`config.mk`:
```
export PLATFORM = sky130hd
export DESIGN_NAME = risc_mc_ctrl
export DESIGN_NICKNAME = d
export VERILOG_FILES = /design/src/rtl/risc_mc_ctrl.sv
export SDC_FILE = /design/constraint.sdc
export NUM_CORES = 1
export LEC_CHECK = 0
export CAP_MARGIN = 20
export CORE_ASPECT_RATIO = 0.9
export CORE_MARGIN = 2
export CORE_UTILIZATION = 49
export DETAILED_ROUTE_END_ITERATION = 10
export GPL_TIMING_DRIVEN = 0
export PLACE_DENSITY_LB_ADDON = 0.05
export SETUP_SLACK_MARGIN = 0.2
export SLEW_MARGIN = 15
export SYNTH_ARGS = -nofsm -noshare
export SYNTH_HDL_FRONTEND = slang
export SYNTH_SLANG_ARGS = --single-unit
export TNS_END_PERCENT = 10
```
`constraint.sdc`:
```
create_clock -name clk -period 3.78 [get_ports clk]
set_input_delay 0.567 -clock clk [delete_from_list [all_inputs] [get_ports clk]]
set_output_delay 0.567 -clock clk [all_outputs]
set_load 0.01 [all_outputs]
```
`src/rtl/risc_mc_ctrl.sv`:
```
// Multicycle RISC control FSM: fetch, decode, ALU, load/store, branch, jump.
// Optional memory wait timeout enabled by defining RISC_MC_TIMEOUT_EN.
module risc_mc_ctrl #(
   parameter int CNT_W    = 16,
   parameter int WAIT_MAX = 15,
   parameter int STATE_W  = 5
) (
   input  logic               clk,
   input  logic               reset,
   input  logic [3:0]         op,
   input  logic               compare,
   input  logic               mem_ready,
   output logic               pcen,
   output logic               memwrite,
   output logic               irwrite,
   output logic               regwrite,
   output logic               alusrca,
   output logic               iord,
   output logic               memtoreg,
   output logic               regdst,
   output logic [1:0]         alusrcb,
   output logic [1:0]         pcsrc,
   output logic [1:0]         alucontrol,
   output logic               mem_req,
   output logic [STATE_W-1:0] state,
   output logic               illegal,
   output logic [CNT_W-1:0]   instret
);

   typedef enum logic [3:0] {
      FETCH  = 4'd0,
      DECODE = 4'd1,
      EXEC_R = 4'd2,
      WB_R   = 4'd3,
      MEMADR = 4'd4,
      MEMRD  = 4'd5,
      MEMWB  = 4'd6,
      MEMWR  = 4'd7,
      BRANCH = 4'd8,
      JUMP   = 4'd9,
      TRAP   = 4'd10
   } state_t;

   state_t cur, nxt;
   logic   retire;
   logic   trap_set;
   logic   req_raw;
   logic   wr_raw;
   logic   timeout;

`ifdef RISC_MC_TIMEOUT_EN
   localparam int WW = $clog2(WAIT_MAX + 1);
   logic [WW-1:0] wait_cnt;
   logic          waiting;

   assign waiting = (cur == FETCH || cur == MEMRD || cur == MEMWR) && !mem_ready;
   assign timeout = waiting && (wait_cnt == WW'(WAIT_MAX - 1));

   // Count stalled cycles of the current access; any state change restarts it
   always_ff @(posedge clk or negedge reset) begin
      if (!reset)
         wait_cnt <= '0;
      else if (nxt != cur)
         wait_cnt <= '0;
      else if (waiting)
         wait_cnt <= wait_cnt + WW'(1);
   end
`else
   logic unused_wait_max;
   assign unused_wait_max = (WAIT_MAX != 0);
   assign timeout = 1'b0;
`endif

   // State, sticky illegal flag and retired-instruction counter
   always_ff @(posedge clk or negedge reset) begin
      if (!reset) begin
         cur     <= FETCH;
         illegal <= 1'b0;
         instret <= '0;
      end else begin
         cur <= nxt;
         if (trap_set)
            illegal <= 1'b1;
         if (retire)
            instret <= instret + CNT_W'(1);
      end
   end

   // Next state and datapath controls decoded from the current state
   always_comb begin
      nxt        = cur;
      retire     = 1'b0;
      trap_set   = 1'b0;
      pcen       = 1'b0;
      wr_raw     = 1'b0;
      irwrite    = 1'b0;
      regwrite   = 1'b0;
      alusrca    = 1'b0;
      iord       = 1'b0;
      memtoreg   = 1'b0;
      regdst     = 1'b0;
      alusrcb    = 2'b00;
      pcsrc      = 2'b00;
      alucontrol = 2'b00;
      req_raw    = 1'b0;
      case (cur)
         FETCH: begin
            req_raw = 1'b1;
            alusrcb = 2'b01;
            if (mem_ready) begin
               irwrite = 1'b1;
               pcen    = 1'b1;
               nxt     = DECODE;
            end else if (timeout) begin
               nxt      = TRAP;
               trap_set = 1'b1;
            end
         end
         DECODE: begin
            alusrcb = 2'b11;
            case (op)
               4'b0000, 4'b0001, 4'b0010: nxt = EXEC_R;
               4'b0100, 4'b0101:          nxt = MEMADR;
               4'b1000:                   nxt = BRANCH;
               4'b1001:                   nxt = JUMP;
               default: begin
                  nxt      = TRAP;
                  trap_set = 1'b1;
               end
            endcase
         end
         EXEC_R: begin
            alusrca    = 1'b1;
            alucontrol = op[1:0];
            nxt        = WB_R;
         end
         WB_R: begin
            regdst   = 1'b1;
            regwrite = 1'b1;
            retire   = 1'b1;
            nxt      = FETCH;
         end
         MEMADR: begin
            alusrca = 1'b1;
            alusrcb = 2'b10;
            nxt     = (op == 4'b0101) ? MEMWR : MEMRD;
         end
         MEMRD: begin
            req_raw = 1'b1;
            iord    = 1'b1;
            if (mem_ready)
               nxt = MEMWB;
            else if (timeout) begin
               nxt      = TRAP;
               trap_set = 1'b1;
            end
         end
         MEMWB: begin
            memtoreg = 1'b1;
            regwrite = 1'b1;
            retire   = 1'b1;
            nxt      = FETCH;
         end
         MEMWR: begin
            req_raw = 1'b1;
            iord    = 1'b1;
            wr_raw  = 1'b1;
            if (mem_ready) begin
               retire = 1'b1;
               nxt    = FETCH;
            end else if (timeout) begin
               nxt      = TRAP;
               trap_set = 1'b1;
            end
         end
         BRANCH: begin
            alusrca    = 1'b1;
            alucontrol = 2'b01;
            pcsrc      = 2'b01;
            pcen       = compare;
            retire     = 1'b1;
            nxt        = FETCH;
         end
         JUMP: begin
            pcsrc  = 2'b10;
            pcen   = 1'b1;
            retire = 1'b1;
            nxt    = FETCH;
         end
         TRAP:    nxt = TRAP;
         default: nxt = FETCH;
      endcase
   end

   // Memory strobes vanish while reset is held, even mid-access
   assign mem_req  = req_raw && reset;
   assign memwrite = wr_raw && reset;
   assign state    = STATE_W'(cur);

endmodule

```
Word level (Yosys, flattened, before mapping)
Cells that the tools add are included.

word-level totals
  register bits = 21
  input bits = 8
  output and inout bits = 37
  word-level logic and storage cells = 58

operators by class
  add/subtract/negate cells = 1
  eq/ne operators = 19
  mux-type cells = 22
  reduce and logical (&&, ||, !) cells = 13

operators by type and width
  operator               count
  $pmux 4 s7             1
  $eq 4x3->1 const B     6
  $eq 4x4->1 const B     5
  $add 16x1->16 const B  1
  $pmux 4 s4             1
  $eq 4x2->1 const B     3
  $mux 4                 3
  $mux 1                 11
  $reduce_or 3->1        3
  $eq 4x1->1 const B     2
  $logic_not 4->1        2
  $pmux 2 s2             2
  $reduce_or 7->1        1
  $ne 2x2->1 const B     3
  $pmux 2 s3             1
  $reduce_or 2->1        3
  $reduce_or 4->1        1
  $pmux 1 s3             1
  $reduce_and 3->1       1
  $logic_and 1x1->1      2
  $mux 2                 1
  $pmux 1 s2             1

Depth between registers and ports, before layout
  depth in word-level cells = 4
  depth in mapped cells = 6

Worst setup path after synthesis
OpenSTA, ideal clock, no wires.

  path type = register to output
  start point = register cur[0]
  end point = output mem_req
  arrival time = 1292 ps
  data required time = 3213 ps
  path slack = 1921 ps
  cell stages (with the launch flop) = 5
  path buffers = 2
  cells stage by stage = dfrtp_1 buf_2 clkbuf_1 a21oi_1 nor3b_1

on the way
  cells in the longest elaborated chain, start to end = 4

ends and longest elaborated chain
  element                                        RTL line  RTL
  start: declaration                             44        state_t cur, nxt;
  start signal: assignment                       81        cur <= nxt;
  $eq 4x3->1 or $logic_not 4->1 (tied branches)  106       case (cur)
  $reduce_or 3->1 (no source line) *             -
  $mux 1 *                                       106
  $logic_and 1x1->1 *                            196       assign mem_req = req_raw && reset;
  end: declaration                               24        output logic mem_req,

Every way passes the cells marked *; elsewhere a longest branch is shown, timed or not.

Worst setup path after layout
  start point = input reset
  end point = output mem_req

on the way
  cells in the longest elaborated chain, start to end = 1

ends and longest elaborated chain
  element             RTL line  RTL
  start: declaration  9         input logic reset,
  $logic_and 1x1->1   196

Every way passes these cells.

==> impl_metrics.ini <==
[status]
status = complete, no violations

[clock_tree]
clk_root_buffer_cell = clkbuf_4
cts_hold_buf = 0
clock_sinks = 21
cts_max_path_buffers = 2
post_cts_buffers = 0
post_cts_resized = 0
cts_tree = done
clock_latency_ns = 0.30
h-tree-depth = 1
cts_buffers = 3
clkTransAtPathRegs_ns = 0.11

[synthesis]
syn_nets = 157
ys_top_cells_by_count = dfrtp_1 (21), xor2_1 (15), a21oi_1 (14), nor2_1 (12), nand2_1 (9)
ys_top_cells_by_area = dfrtp_1 (39%), xor2_1 (9.8%), a21oi_1 (5.2%), nor2_1 (3.3%), nor3_1 (3.0%)
yosysMostFrequentCell = dfrtp_1
synth-edff-count = 0
post_synth_num_cell_types = 41
synthArstFlopShare = 1.00
ys.flop_type = dfrtp_1
netlist_area_um2 = 1350
synth.avg_cell_area_um2 = 9.10
synth_top_area_frac = 0.390
yosysWarnings = 0
ys_seq_area_frac = 0.390
synth_top_area_cell = dfrtp_1
ys_ff_latch = 21
synth_cells = 148

[timing]
hold_viol_final = 0
finClkSkew_ns = 0.00202
min_period_over_period = 0.749
rsz0062_at_grt = no
finalSetupTns_ns = 0
setup_viol = 0
fmax_ghz = 0.353
min_period_ns = 2.83
drv_slew = 0

[power]
p_int_mw = 0.854
power_frac_seq = 0.283
leakagePower_nw = 0.705
switching_share = 0.437
switching_power_mw = 0.662
power.density_nw_per_um2 = 811
combPwrFrac = 0.645
clockPowerShare = 0.072
peakVddDrop_uv = 536

[global_routing]
grt_pass1_wl_mm = 5.31
overflow = 0
grt.busiest_layer = met2
antenna_found_initial = 0
grt_max_degree = 24
use_met2 = 0.363
use_met1 = 0.304
track_usage = 0.223
grt_pass1_vias = 1114
global_route.usage.met3 = 0.0505

[die]
die_y_um = 53.7
core_um2 = 2680
fp.dieW_um = 59.3
start_util = 0.502
die_area_um2 = 3180
placementRows = 18
ios = 45

[final_layout]
diodes = 0
layout.cells.non_filler = 226
fillCellCount = 227
finalNetCount = 206
drive_gt1_frac = 0.0867
synthToLayoutAreaGrowth_pct = 38.8

[detailed_routing]
finalWirelength_mm = 3.35
first_pass_iters = 4
drt_iter0_drc = 41
drc_errors = 0
via_count = 1289
wire_per_inst_um = 14.8
viasPerCell = 5.70
ant_nets = 0

[worst_setup_path]
crit_start = reset
worstSetupStartpointType = primary input
cp_slowest_stage_delay_ns = 0.74
rr_startpoint = cur[1]
path_max_fanout = 17
end_kind = output port
cp.required_ns = 3.21
crit_buf_inv = 3
crit_slowest_cell = clkdlybuf4s50_1
critical_path.top_delay_family = buffers and inverters
crit_arrival_ns = 2.26
path_class = primary input to output port
cpMostUsedCell = clkdlybuf4s50_1
timing.critical_path.cells = clkdlybuf4s50_1 > buf_16 > nor3b_1 > clkdlybuf4s50_1

[placement]
routabilityCongestion = 0.871
port_buffers = 43
dp_hpwl_mm = 2.52
dp_cells = 221

[worst_hold_path]
hp-class = flip-flop to flip-flop
min_from = instret[15]

[run]
maxCapViolations = 0
-- power groups by stage --
stage	clock (mW)	combinational (mW)	sequential, mW
6_report	0.109	0.977	0.429
5_1_grt	0.122	1.06	0.447
4_1_cts	0.112	0.972	0.430
3_5_place_dp	0	0.969	0.434
3_3_place_gp	0	0.944	0.429
2_1_floorplan	0	0.501	0.463
-- per-layer routing --
| metal | wire, µm | up-vias |
|---|---|---|
| li1 | - | 621 |
| met4 | 21 | 0 |
| met2 | 1600 | 53 |
| met5 | 0 | - |
| met1 | 1520 | 608 |
| met3 | 208 | 7 |
-- through the flow --
step | power (mW) | instance area (µm²) | util | hold WS (ns) | worst slack [ns]
2_1_floorplan | 0.964 | 1350 | - | 0.271 | 1.92
3_3_place_gp | 1.37 | 1810 | 0.677 | 0.455 | 0.655
3_5_place_dp | 1.40 | 1810 | 0.677 | 0.465 | 0.621
4_1_cts | 1.51 | 1840 | 0.687 | 0.484 | 0.614
5_1_grt | 1.63 | 1870 | 0.697 | 0.501 | 0.793
6_report | 1.52 | 1870 | 0.697 | 0.476 | 0.950
-- final timing paths --
kind                       slack, ns  depth (start not counted)          end
min                             0.48                          1  instret[15]
min in group asynchronous       0.56                          1  instret[15]
min reg2reg                     0.48                          1  instret[15]
max reg2reg                     2.02                          5   instret[5]
max                             0.95                          4      mem_req
max in group asynchronous       2.80                          2   instret[0]
-- layout by cell type (no fill, tap or decap), types with 2 or more instances in the layout --
| cell | netlist | final |
|---|---|---|
| a2111oi_1 | 3 | 3 |
| a211oi_1 | 5 | 5 |
| a21oi_1 | 14 | 14 |
| and3_1 | 5 | 5 |
| and4_1 | 2 | 2 |
| buf_2 | 4 | 4 |
| clkbuf_1 | 4 | 5 |
| clkbuf_4 | 0 | 3 |
| clkdlybuf4s50_1 | 0 | 43 |
| dfrtp_1 | 21 | 21 |
| inv_1 | 2 | 2 |
| nand2_1 | 9 | 9 |
| nand2b_1 | 5 | 5 |
| nand3_1 | 7 | 7 |
| nand4_1 | 2 | 2 |
| nor2_1 | 12 | 12 |
| nor2b_1 | 2 | 2 |
| nor3_1 | 8 | 8 |
| nor3b_1 | 2 | 2 |
| o21ai_0 | 3 | 3 |
| xnor2_1 | 2 | 2 |
| xor2_1 | 15 | 15 |
-- kinds of logic (layout without fill, tap and decap cells) --
| family | after synthesis | in the layout | share of synthesized area |
|---|---|---|---|
| buf+inv | 13 | 61 | 0.0483 |
| mux | 1 | 1 | 0.00836 |
| xor+xnor | 17 | 17 | 0.111 |
| other cells | 1 | 1 | 0.00279 |
| simple gates | 61 | 61 | 0.257 |
| fa+ha+maj | 1 | 1 | 0.00929 |
| compound gates | 33 | 33 | 0.173 |
| flops | 21 | 21 | 0.390 |
-- sequential cells by signal (all words and copies together) (netlist names) --
| name | count |
|---|---|
| cur | 4 |
| illegal | 1 |
| instret | 16 |
-- layout make-up --
| cell class | count | area (µm²) | area share |
|---|---|---|---|
| plain buffers | 11 | 57.6 | 0.0308 |
| clock buffers | 4 | 26.3 | 0.0141 |
| inverters | 2 | 7.51 | 0.00402 |
| well taps | 30 | 37.5 | 0.0201 |
| repair buffers | 44 | 458 | 0.245 |
| multi-input cells | 114 | 756 | 0.405 |
| flip-flops and latches | 21 | 526 | 0.281 |
(Power assumes the default switching activity.)
